## config.mk

```make
export PLATFORM = sky130hd
export DESIGN_NAME = hilo_div_ctrl
export DESIGN_NICKNAME = d
export VERILOG_FILES = /design/src/rtl/mips_pkg.sv /design/src/rtl/abs_neg32.sv /design/src/rtl/hilo_div_ctrl.sv
export SDC_FILE = /design/constraint.sdc
export NUM_CORES = 1
export LEC_CHECK = 0
export CORE_AREA = 8 8 191 193
export CTS_CLUSTER_SIZE = 12
export DETAILED_ROUTE_END_ITERATION = 10
export DIE_AREA = 0 0 199 201
export GPL_ROUTABILITY_DRIVEN = 0
export PLACE_DENSITY = 0.74
export SYNTH_ARGS = -nofsm -noshare
export SYNTH_HDL_FRONTEND = slang
export SYNTH_HIERARCHICAL = 1
export SYNTH_SLANG_ARGS = --single-unit
```

## constraint.sdc

```tcl
create_clock -name clk -period 6.45 [get_ports clk]
set_input_delay 0.645 -clock clk [delete_from_list [all_inputs] [get_ports clk]]
set_output_delay 0.645 -clock clk [all_outputs]
set_load 0.02 [all_outputs]
```

## src/rtl/mips_pkg.sv

```systemverilog
// -----------------------------------------------------------------------------
// mips_pkg
// Shared definitions for the HI/LO divide sequencer slice.
//   DATA_W      : machine word width
//   DIV_LATENCY : cycles the iterative divider takes from start to result
//   hd_state_t  : sequencer states (IDLE, LAUNCH, WAIT, FIX)
// -----------------------------------------------------------------------------
package mips_pkg;

    localparam int DATA_W      = 32;
    localparam int DIV_LATENCY = 32;

    typedef enum logic [1:0] {
        IDLE   = 2'd0,
        LAUNCH = 2'd1,
        WAIT   = 2'd2,
        FIX    = 2'd3
    } hd_state_t;

endpackage

```

## src/rtl/abs_neg32.sv

```systemverilog
// -----------------------------------------------------------------------------
// abs_neg32
// Combinational conditional two's-complement unit.
//   i_in     : input word
//   i_negate : 1 = output the two's-complement negation of i_in, 0 = pass
//   o_out    : result, modulo 2^DATA_W (so -0x80000000 stays 0x80000000)
// -----------------------------------------------------------------------------
module abs_neg32
    import mips_pkg::*;
(
    input  logic [DATA_W-1:0] i_in,
    input  logic              i_negate,
    output logic [DATA_W-1:0] o_out
);

    assign o_out = i_negate ? (~i_in + DATA_W'(1)) : i_in;

endmodule

```

## src/rtl/hilo_div_ctrl.sv

```systemverilog
// -----------------------------------------------------------------------------
// hilo_div_ctrl
// Sequencer between execute and an iterative unsigned 32-bit divider. Converts
// DIV operands to magnitudes, launches the divider, waits for its result (with
// a timeout), sign-fixes quotient/remainder and writes the architectural HI/LO
// registers. Also serves MTHI/MTLO writes while no divide is in flight.
//
// Parameters
//   TIMEOUT_CYCLES : WAIT cycles before abort (must exceed divider worst case)
//   CNT_W          : timeout counter width, 2**CNT_W > TIMEOUT_CYCLES
//
// Ports
//   clk, reset               : clock, asynchronous active-high reset
//   op_valid/op_signed       : divide request, 1 = DIV, 0 = DIVU
//   op_a/op_b                : dividend / divisor
//   op_ready                 : high only in IDLE; accept = op_valid & op_ready
//   mthi_we/mtlo_we/mt_data  : MTHI/MTLO write port (ignored while busy)
//   hi/lo                    : architectural remainder / quotient
//   busy                     : divide in flight (LAUNCH, WAIT, FIX)
//   div0/tmo                 : one-cycle divide-by-zero / timeout pulses
//   dv_start/dv_a/dv_b       : divider launch pulse and unsigned operands
//   dv_done/dv_q/dv_r        : divider result pulse and raw unsigned results
// -----------------------------------------------------------------------------
module hilo_div_ctrl
    import mips_pkg::*;
#(
    parameter int TIMEOUT_CYCLES = 40,
    parameter int CNT_W          = 6
) (
    input  logic              clk,
    input  logic              reset,
    input  logic              op_valid,
    input  logic              op_signed,
    input  logic [DATA_W-1:0] op_a,
    input  logic [DATA_W-1:0] op_b,
    output logic              op_ready,
    input  logic              mthi_we,
    input  logic              mtlo_we,
    input  logic [DATA_W-1:0] mt_data,
    output logic [DATA_W-1:0] hi,
    output logic [DATA_W-1:0] lo,
    output logic              busy,
    output logic              div0,
    output logic              tmo,
    output logic              dv_start,
    output logic [DATA_W-1:0] dv_a,
    output logic [DATA_W-1:0] dv_b,
    input  logic              dv_done,
    input  logic [DATA_W-1:0] dv_q,
    input  logic [DATA_W-1:0] dv_r
);

    localparam logic [CNT_W-1:0] TMO_LAST = CNT_W'(TIMEOUT_CYCLES - 1);

    hd_state_t         r_state;
    hd_state_t         w_state_next;

    logic [CNT_W-1:0]  r_cnt;
    logic              r_neg_q;
    logic              r_neg_r;
    logic [DATA_W-1:0] r_dv_a;
    logic [DATA_W-1:0] r_dv_b;
    logic [DATA_W-1:0] r_q;
    logic [DATA_W-1:0] r_r;
    logic [DATA_W-1:0] r_hi;
    logic [DATA_W-1:0] r_lo;
    logic              r_div0;
    logic              r_tmo;

    logic              w_accept;
    logic              w_b_zero;
    logic              w_timeout;
    logic              w_load_ops;
    logic              w_set_div0;
    logic              w_set_tmo;
    logic              w_capture;
    logic              w_write_hilo;

    logic [DATA_W-1:0] w_op_in  [2];
    logic              w_op_neg [2];
    logic [DATA_W-1:0] w_mag    [2];
    logic [DATA_W-1:0] w_q_fix;
    logic [DATA_W-1:0] w_r_fix;

    // -------------------------------------------------------------------------
    // Upstream: operand magnitudes (index 0 = dividend, 1 = divisor). Only
    // signed requests with a negative operand are negated.
    // -------------------------------------------------------------------------
    assign w_op_in[0]  = op_a;
    assign w_op_in[1]  = op_b;
    assign w_op_neg[0] = op_signed & op_a[DATA_W-1];
    assign w_op_neg[1] = op_signed & op_b[DATA_W-1];

    for (genvar gi = 0; gi < 2; gi++) begin : g_mag
        abs_neg32 u_mag (
            .i_in     (w_op_in[gi]),
            .i_negate (w_op_neg[gi]),
            .o_out    (w_mag[gi])
        );
    end

    // -------------------------------------------------------------------------
    // Downstream: sign fix of the raw divider results. Quotient is negative
    // when operand signs differ; remainder takes the dividend's sign.
    // -------------------------------------------------------------------------
    abs_neg32 u_fix_q (
        .i_in     (r_q),
        .i_negate (r_neg_q),
        .o_out    (w_q_fix)
    );

    abs_neg32 u_fix_r (
        .i_in     (r_r),
        .i_negate (r_neg_r),
        .o_out    (w_r_fix)
    );

    // -------------------------------------------------------------------------
    // Control
    // -------------------------------------------------------------------------
    assign op_ready  = (r_state == IDLE);
    assign busy      = ~op_ready;
    assign dv_start  = (r_state == LAUNCH);
    assign w_accept  = op_valid & op_ready;
    assign w_b_zero  = (op_b == '0);
    assign w_timeout = (r_cnt == TMO_LAST);

    // NOTE: sequential state is updated with <= so every flop samples the
    // pre-edge values; blocking here would create order-dependent races.
    always_ff @(posedge clk or posedge reset) begin
        if (reset) begin
            r_state <= IDLE;
        end else begin
            r_state <= w_state_next;
        end
    end

    // NOTE: every signal written here gets a default first; a path that left
    // one unassigned would infer a latch.
    always_comb begin
        w_state_next = r_state;
        w_load_ops   = 1'b0;
        w_set_div0   = 1'b0;
        w_set_tmo    = 1'b0;
        w_capture    = 1'b0;
        w_write_hilo = 1'b0;

        case (r_state)
            IDLE: begin
                if (w_accept) begin
                    if (w_b_zero) begin
                        // Divide-by-zero never reaches the divider.
                        w_set_div0 = 1'b1;
                    end else begin
                        w_load_ops   = 1'b1;
                        w_state_next = LAUNCH;
                    end
                end
            end
            LAUNCH: begin
                w_state_next = WAIT;
            end
            WAIT: begin
                // A result arriving on the last allowed cycle still wins.
                if (dv_done) begin
                    w_capture    = 1'b1;
                    w_state_next = FIX;
                end else if (w_timeout) begin
                    w_set_tmo    = 1'b1;
                    w_state_next = IDLE;
                end
            end
            FIX: begin
                w_write_hilo = 1'b1;
                w_state_next = IDLE;
            end
            default: begin
                w_state_next = IDLE;
            end
        endcase
    end

    // -------------------------------------------------------------------------
    // Datapath registers
    // NOTE: HI/LO and the operand/result holding registers are reset too:
    // HI/LO are architectural and must read 0 after reset, and dv_a/dv_b are
    // visible outputs.
    // -------------------------------------------------------------------------
    always_ff @(posedge clk or posedge reset) begin
        if (reset) begin
            r_cnt   <= '0;
            r_neg_q <= 1'b0;
            r_neg_r <= 1'b0;
            r_dv_a  <= '0;
            r_dv_b  <= '0;
            r_q     <= '0;
            r_r     <= '0;
            r_hi    <= '0;
            r_lo    <= '0;
            r_div0  <= 1'b0;
            r_tmo   <= 1'b0;
        end else begin
            r_div0 <= w_set_div0;
            r_tmo  <= w_set_tmo;

            if (w_load_ops) begin
                r_neg_q <= op_signed & (op_a[DATA_W-1] ^ op_b[DATA_W-1]);
                r_neg_r <= op_signed & op_a[DATA_W-1];
                r_dv_a  <= w_mag[0];
                r_dv_b  <= w_mag[1];
            end

            // Counter value k means k+1 WAIT cycles have elapsed.
            if (r_state == LAUNCH) begin
                r_cnt <= '0;
            end else if (r_state == WAIT) begin
                r_cnt <= r_cnt + CNT_W'(1);
            end

            if (w_capture) begin
                r_q <= dv_q;
                r_r <= dv_r;
            end

            // FIX only happens while busy, MT writes only while idle, so the
            // two sources never compete for HI/LO.
            if (w_write_hilo) begin
                r_hi <= w_r_fix;
                r_lo <= w_q_fix;
            end else if (op_ready) begin
                if (mthi_we) begin
                    r_hi <= mt_data;
                end
                if (mtlo_we) begin
                    r_lo <= mt_data;
                end
            end
        end
    end

    assign hi   = r_hi;
    assign lo   = r_lo;
    assign div0 = r_div0;
    assign tmo  = r_tmo;
    assign dv_a = r_dv_a;
    assign dv_b = r_dv_b;

endmodule

```

# --- Word level (Yosys, flattened, before mapping) ---
# Index checks and enable logic that the tools add are counted.
classes:
  addsub: 5
  mux: 29
  eq_ne: 7
  n_reduce_logical: 9
  bitwise_logic: 10
op_table:
  columns: ["op", "count"]
  rows:
  - ["32-bit two-way mux", 10]
  - ["32-bit by 1-bit adder with 32-bit output, second input constant", 4]
  - ["32-bit inverter", 4]
  - ["32-bit zero test", 1]
  - ["1-bit two-way mux", 12]
  - ["6-bit two-way mux", 2]
  - ["2-bit two-way mux", 4]
  - ["2-bit one-hot mux with 4 select lines", 1]
  - ["2-bit nonzero test", 4]
  - ["6-bit by 1-bit adder with 6-bit output, second input constant", 1]
  - ["6-bit equality test, second input constant", 1]
  - ["1-bit AND", 4]
  - ["2-bit equality test, second input constant", 2]
  - ["2-bit AND reduction", 2]
  - ["3-bit != test, second input constant", 1]
  - ["3-bit AND reduction", 1]
  - ["2-bit by 1-bit equality test with 1-bit output, second input constant", 1]
  - ["2-bit zero test", 1]
  - ["2-bit by 1-bit != test with 1-bit output, second input constant", 1]
  - ["2-bit != test, second input constant", 1]
  - ["1-bit inverter", 1]
  - ["1-bit bitwise XOR", 1]
totals:
  register_bits: 204
  wordCells: 72
  output_inout_bits: 133

# --- Longest topological paths before layout ---
logic_depth:
  ltp_word: 4
  depth_mapped: 8

# --- Hierarchy ---
# Netlist, hierarchy kept.
modules_own_cells:
  columns: ["module", "area_per_inst_um2", "instances", "cells_per_inst", "seq_area_each_um2"]
  rows:
  - ["hilo_div_ctrl", 8483.1, 1, 669, 5104.9]
  - ["abs_neg32", 777.0, 4, 99, 0.0]

# --- Worst setup path before layout ---
# OpenSTA, ideal clock, no wires.
synth_path:
  path_kind: "in2reg"
  startpoint: "in op_b[16]"
  endpoint: "reg r_dv_a[0], in the netlist dv_a[0]"
  path_buffers: 2
  t_required_ps: 6325
  stages: 7
  path_slack_ps: 4100
  arrival_time_ps: 2225
  path_cell_list: "nor4_1 nand2_1 or4_4 nand3_2 buf_12 buf_12 mux2_4"
synth_via:
  elab_chain_len: 4
synth_rtl:
  columns: ["element", "line_no", "text"]
  rows:
  - ["from (decl)", "hilo_div_ctrl.sv:35", "input logic [DATA_W-1:0] op_b,"]
  - ["32-bit zero test", "hilo_div_ctrl.sv:125", "assign w_b_zero = (op_b == '0);"]
  - ["1-bit two-way mux", "hilo_div_ctrl.sv:151", "if (w_b_zero) begin"]
  - ["1-bit two-way mux", "hilo_div_ctrl.sv:150", "if (w_accept) begin"]
  - ["1-bit two-way mux", "hilo_div_ctrl.sv:148", "case (r_state)"]
  - ["to (signal assigned)", "hilo_div_ctrl.sv:209", "r_dv_a <= w_mag[0];"]
  - ["to (decl)", "hilo_div_ctrl.sv:61", "logic [DATA_W-1:0] r_dv_a;"]
# Every way passes these cells.
# A chain may end at the register's enable or synchronous reset.

# --- Final worst setup path ---
layout_path:
  startpoint: "in op_b[16]"
  endpoint: "reg r_dv_a[31], in the netlist dv_a[31]"
# The elaborated chain is that of the path after synthesis.

==> flow_metrics.env <==
export IMPL_drv_slew=0
export IMPL_seqCellArea_um2=5100
export IMPL_powerDensity_nw_per_um2=495
export IMPL_syn_area_um2=11600
export IMPL_first_global_vias=9783
export IMPL_timing_setup_tns_ns=0
export IMPL_drv_cap=0
export IMPL_required_ns=6.84
export IMPL_fmax_mhz=307
export IMPL_yosysSeqAreaShare=0.440
export IMPL_cts_root_buf="clkbuf_16"
export IMPL_drt_total_wl_um=37000
export IMPL_critPathMaxFanout=38
export IMPL_clkLatencyLatePin_ns=0.52
export IMPL_n_antenna_cell=0
export IMPL_fin_skew_ns=0.0155
export IMPL_setup_viol=0
export IMPL_yosys_warnings=6
export IMPL_worstPathArrival_ns=3.65
export IMPL_hold_path_class="register to register"
export IMPL_yosysUniqueCellTypes=41
export IMPL_core_rowCount=67
export IMPL_hold_violations=0
export IMPL_synth_edf_count=0
export IMPL_grt_usage=0.180
export IMPL_postCtsSetupBuffers=0
export IMPL_drc=0
export IMPL_design_area_um2=15800
export IMPL_synth_cells=1065
export IMPL_ys_flop_type="dfrtp_1"
export IMPL_ios=300
export IMPL_cts_tree="done"
export IMPL_n_fill_cell=3122
export IMPL_place_hpwl_um=28200
export IMPL_h_tree_depth=1
export IMPL_rsz0062_at_grt="false"
export IMPL_grt_max_degree=147
export IMPL_viasPerCell=5.17
export IMPL_die_area_um2=40000
export IMPL_synth_seq_cells=204
export IMPL_grt_overflow_total=0
export IMPL_max_slew_worst_pin_slew_ns=1.16
export IMPL_via_count=9359
export IMPL_crit_type="input port to register"
export IMPL_place_area_um2=14900
export IMPL_min_period_ns=3.25
export IMPL_drtIter0Drc=630
export IMPL_power_total_uw=7840
export IMPL_status="complete, no violations"
export IMPL_area_delta_synth_final_pct=36.6
export IMPL_die_h_um=201
export IMPL_cts_buffer_depth=3
export IMPL_avgSynthCellArea_um2=10.9
export IMPL_power_leakage_uw=0.00614
export IMPL_core_area_um2=33300
export IMPL_cts_hold_buf=0
export IMPL_portBuffers=299
export IMPL_antenna_found_initial=2
export IMPL_path_clk_slew_ns=0.06
export IMPL_initial_core_util=0.348
export IMPL_syn_nets=1241
export IMPL_drive_above_1_share=0.166
export IMPL_multiInputGateArea_um2=6170
export IMPL_final_antenna_net_count=0
export IMPL_fp_dieW_um=199
export IMPL_layout_setup_ws_ns=3.20
export IMPL_final_period_utilization=0.505
export IMPL_grt_pass1_wl_um=56800
export IMPL_numClockSinks=204
export IMPL_synthArstFlopShare=1.00
export IMPL_nets=1520
export IMPL_rrSetupSlack_ns=3.92
export IMPL_pre_cts_ws_ns=2.63
export IMPL_cp_start_kind="input port"
export IMPL_cp_end_kind="register"
export IMPL_ir_drop_uv=365
export IMPL_ctsResizeCount=0
export IMPL_post_drt_wl_per_cell_um=20.5
export IMPL_dr_pass1_iters=5
export IMPL_slew_headroom=0.227
export IMPL_numCtsBuffers=25
==> cell usage in the layout (no fill, tap or decap), types with 3 or more instances in the layout <==
cell type,netlist,routed
ha_1,9,8
o41ai_2,16,16
clkdlybuf4s50_1,0,299
o21ai_0,104,104
buf_4,6,6
inv_1,16,15
or2b_1,8,8
dfrtp_1,204,204
nor4_4,16,16
nor4_1,16,16
nor2b_1,36,36
nand3_1,15,15
clkbuf_16,0,25
nand2_1,119,118
clkbuf_8,0,5
nand3b_1,6,6
nor3_1,9,9
mux2_2,92,92
or3_1,4,4
nand4b_2,4,4
nand4_1,14,14
a21oi_1,68,68
o31ai_1,32,32
mux2_4,39,39
or2_2,4,4
xnor2_1,121,121
o41ai_1,20,20
nor2_1,9,9
clkinv_2,0,4
bufinv_16,0,5
o22ai_1,3,3
nand2b_1,12,12
==> sequential cells by signal, summed over array words and instances (netlist names) <==
register / count
dv_a: 32
div0: 1
r_state: 2
r_r: 32
dv_b: 32
r_neg_r: 1
r_cnt: 6
hi: 32
r_neg_q: 1
tmo: 1
r_q: 32
lo: 32
==> per-layer routing <==
layer / routed length (µm) / vias to the layer above / part of all wire / global-route usage
li1: - / 4392 / - / -
met1: 14700 / 4497 / 0.40 / 0.215
met2: 17100 / 390 / 0.46 / 0.293
met3: 3930 / 76 / 0.11 / 0.0644
met4: 1310 / 4 / 0.035 / 0.0635
met5: 29 / - / 0.00078 / 0
==> final cells by class <==
cell class                 count  share of cell area
tap                          448              0.0354
inverter                      16             0.00427
sequential                   204               0.322
timing repair buffer         305               0.192
clock inverter                12              0.0122
multi-input combinational    792               0.390
clock buffer                  32              0.0443
==> kinds of logic (layout without fill, tap and decap cells) <==
logic type,Yosys count,count (layout),synth area share
and+or+nand+nor,279,279,0.147
muxes,133,133,0.142
AOI/OAI and AO/OA,248,248,0.137
buffers and inverters,69,365,0.0313
DFF,204,204,0.440
xor gates and xnor gates,123,123,0.0929
adders and majority gates,9,9,0.00972
==> where the power goes <==
part           internal [µW]  total, µW  switching, µW
logic                   1860       3760           1900
registers               1920       2560            644
clock network            964       1520            559
total                   4750       7840           3100
==> worst max-delay path, cell delays in order <==
cell and delay, ns:
clkdlybuf4s50_1 0.55, nor4_1 0.32, nand2_1 0.09, or4_4 0.61, nand3_4 0.40, buf_4 0.62
mux2_2 0.41
==> path summary, 6_finish.rpt <==
| kind | cells after the start | endpoint | from |
|---|---|---|---|
| worst max-delay path | 7 | dv_a[31]$_DFFE_PP0P_ | op_b[16] |
| worst min-delay path | 2 | lo[24]$_DFFE_PP0P_ | lo[24]$_DFFE_PP0P_ |
| worst max register to register | 5 | dv_a[31]$_DFFE_PP0P_ | r_state[1]$_DFFE_PP0P_ |
| worst min register to register | 2 | lo[24]$_DFFE_PP0P_ | lo[24]$_DFFE_PP0P_ |
| max in group asynchronous | 3 | lo[23]$_DFFE_PP0P_ | reset |
| min in group asynchronous | 2 | dv_b[31]$_DFFE_PP0P_ | reset |
==> cells in the mapped netlist, types with 5 or more instances <==
cell / instances / area (µm²)
a21oi_1: 68 / 340
buf_1: 8 / 30.0
buf_12: 5 / 100
buf_4: 6 / 45.0
clkbuf_1: 34 / 128
dfrtp_1: 204 / 5100
ha_1: 9 / 113
inv_1: 16 / 60.1
mux2_2: 92 / 1040
mux2_4: 39 / 586
nand2_1: 119 / 447
nand2b_1: 12 / 75.1
nand3_1: 15 / 75.1
nand3b_1: 6 / 45.0
nand4_1: 14 / 87.6
nor2_1: 9 / 33.8
nor2b_1: 36 / 225
nor3_1: 9 / 45.0
nor4_1: 16 / 100
nor4_4: 16 / 340
o21ai_0: 104 / 521
o31ai_1: 32 / 240
o41ai_1: 20 / 175
o41ai_2: 16 / 260
or2b_1: 8 / 60.1
xnor2_1: 121 / 1060
==> metrics by stage <==
stage | utilization | instances | hold WS [ns]
detailed placement | 0.449 | 1765 | 0.469
global placement | 0.449 | 1765 | 0.461
CTS | 0.476 | 1809 | 0.482
floorplan | - | 1065 | 0.501
global route | 0.476 | 1809 | 0.497
finish | 0.476 | 1809 | 0.478
Note: power is estimated with default switching activity, not from simulation.
==> variant: new RTL, same flow settings <==
`DATA_W`: 32 -> 64.
--- a/src/rtl/mips_pkg.sv
+++ b/src/rtl/mips_pkg.sv
@@ -7,7 +7,7 @@
 // -----------------------------------------------------------------------------
 package mips_pkg;
 
-    localparam int DATA_W      = 32;
+    localparam int DATA_W      = 64;
     localparam int DIV_LATENCY = 32;
 
     typedef enum logic [1:0] {
Ports: changed (9 resized); port bits go from 300 to 588. The function was not compared with the original's and may differ.
==> variant against the unedited design <==
  * Wire length up 150%
  * Largest cell class unchanged
  * Non-clock buffer count grew 298
  * Final area increased by 91%
  * Sequential share of layout area is 0.49 points higher
  * Sequential cell count is 192 higher
  * Power rose by 95%
  * Largest power group unchanged
  * Setup slack got worse by 0.39 ns
  * Critical endpoint is now dv_a[59]$_DFFE_PP0P_
  * Via count is 130% higher
  * Area after synthesis grew 98%
==> variant: results (changes against the unedited design) <==
* First-pass GRT wire length at 137 mm (+140%)
* Vias in the first global route at 22.1k (+130%)
* Worst Max-Slew Pin Slew at 1.35 ns (+0.190 ns)
* Status: completed
* WHS Endpoint: lo[42]$_DFFE_PP0P_
* Crit path max fanout at 60 (+58%)
* # fillers at 1,359 (-56%)
* Post-synthesis sequential area ratio at 43.1% (-0.92 points)
* Layout cell share with drive strength beyond 1 at 18.8% (+2.2 points)
* Worst r2r path cells at 6 (+1)
* FF/Latch Area at 0.00991 mm² (+94%)
* Routed wire per std cell at 29.7 µm (+45%)
* Gr usage total at 44.6% (+27 points)
* Inverters at 23 (+7)
* Unique masters post-synth at 58 (+41%)
* Initial DRT Pass Iterations at 7 (+2)
* #FFs+latches synth at 396 (+94%)
* Syn nets at 2,417 (+95%)
* Hold slack at 0.481 ns (+0.00238 ns)
* Largest net degree at the start of global routing at 134 (-8.8%)
* Clock skew at 0.0261 ns (+0.0106 ns)
* Via count at 21.3k (+130%)
* Htree depth at 2 (+1)
* Fraction of area in multi-input gates at 40.9% (+1.9 points)
* Metal-1 WL at 30.4 mm (+110%)
* R2R Setup Slk at 2.95 ns (-0.97 ns)
* Drt via density at 6.84 (+32%)
* Number of port buffers at 587 (+96%)
==> variant: changes by cell type in the layout (fill, tap and decap cells not counted), moves of 31 or more <==
cell,before,now
a21oi_1,68,131
clkdlybuf4s50_1,299,587
dfrtp_1,204,394
mux2_2,92,150
mux2_4,39,110
nand2_1,118,189
o21ai_0,104,195
o31ai_1,32,85
or3_1,4,36
or4_1,1,32
xnor2_1,121,249
==> variant: worst min-delay path: cells and delay by family (launching register included) <==
kind            cells  cell delay [ns]
simple gates        1             0.04
compound gates      1             0.06
flops               1             0.34
==> variant: kinds of logic after synthesis <==
kind of cell             share of synthesized area (%)
buffers and inverters                             3.24
flip-flops                                        43.1
XOR/XNOR                                          9.57
AO/OA/AOI/OAI                                     14.3
multiplexers                                      14.6
AND/OR/NAND/NOR                                   14.7
adder cells (fa/ha/maj)                          0.490
==> variant: power breakdown <==
part	switching, mW	leakage [nW]	total, mW	internal [mW]
sequential	1.30	4.77	5.05	3.75
clock	1.02	0.617	2.32	1.30
combinational	4.24	6.26	7.93	3.69
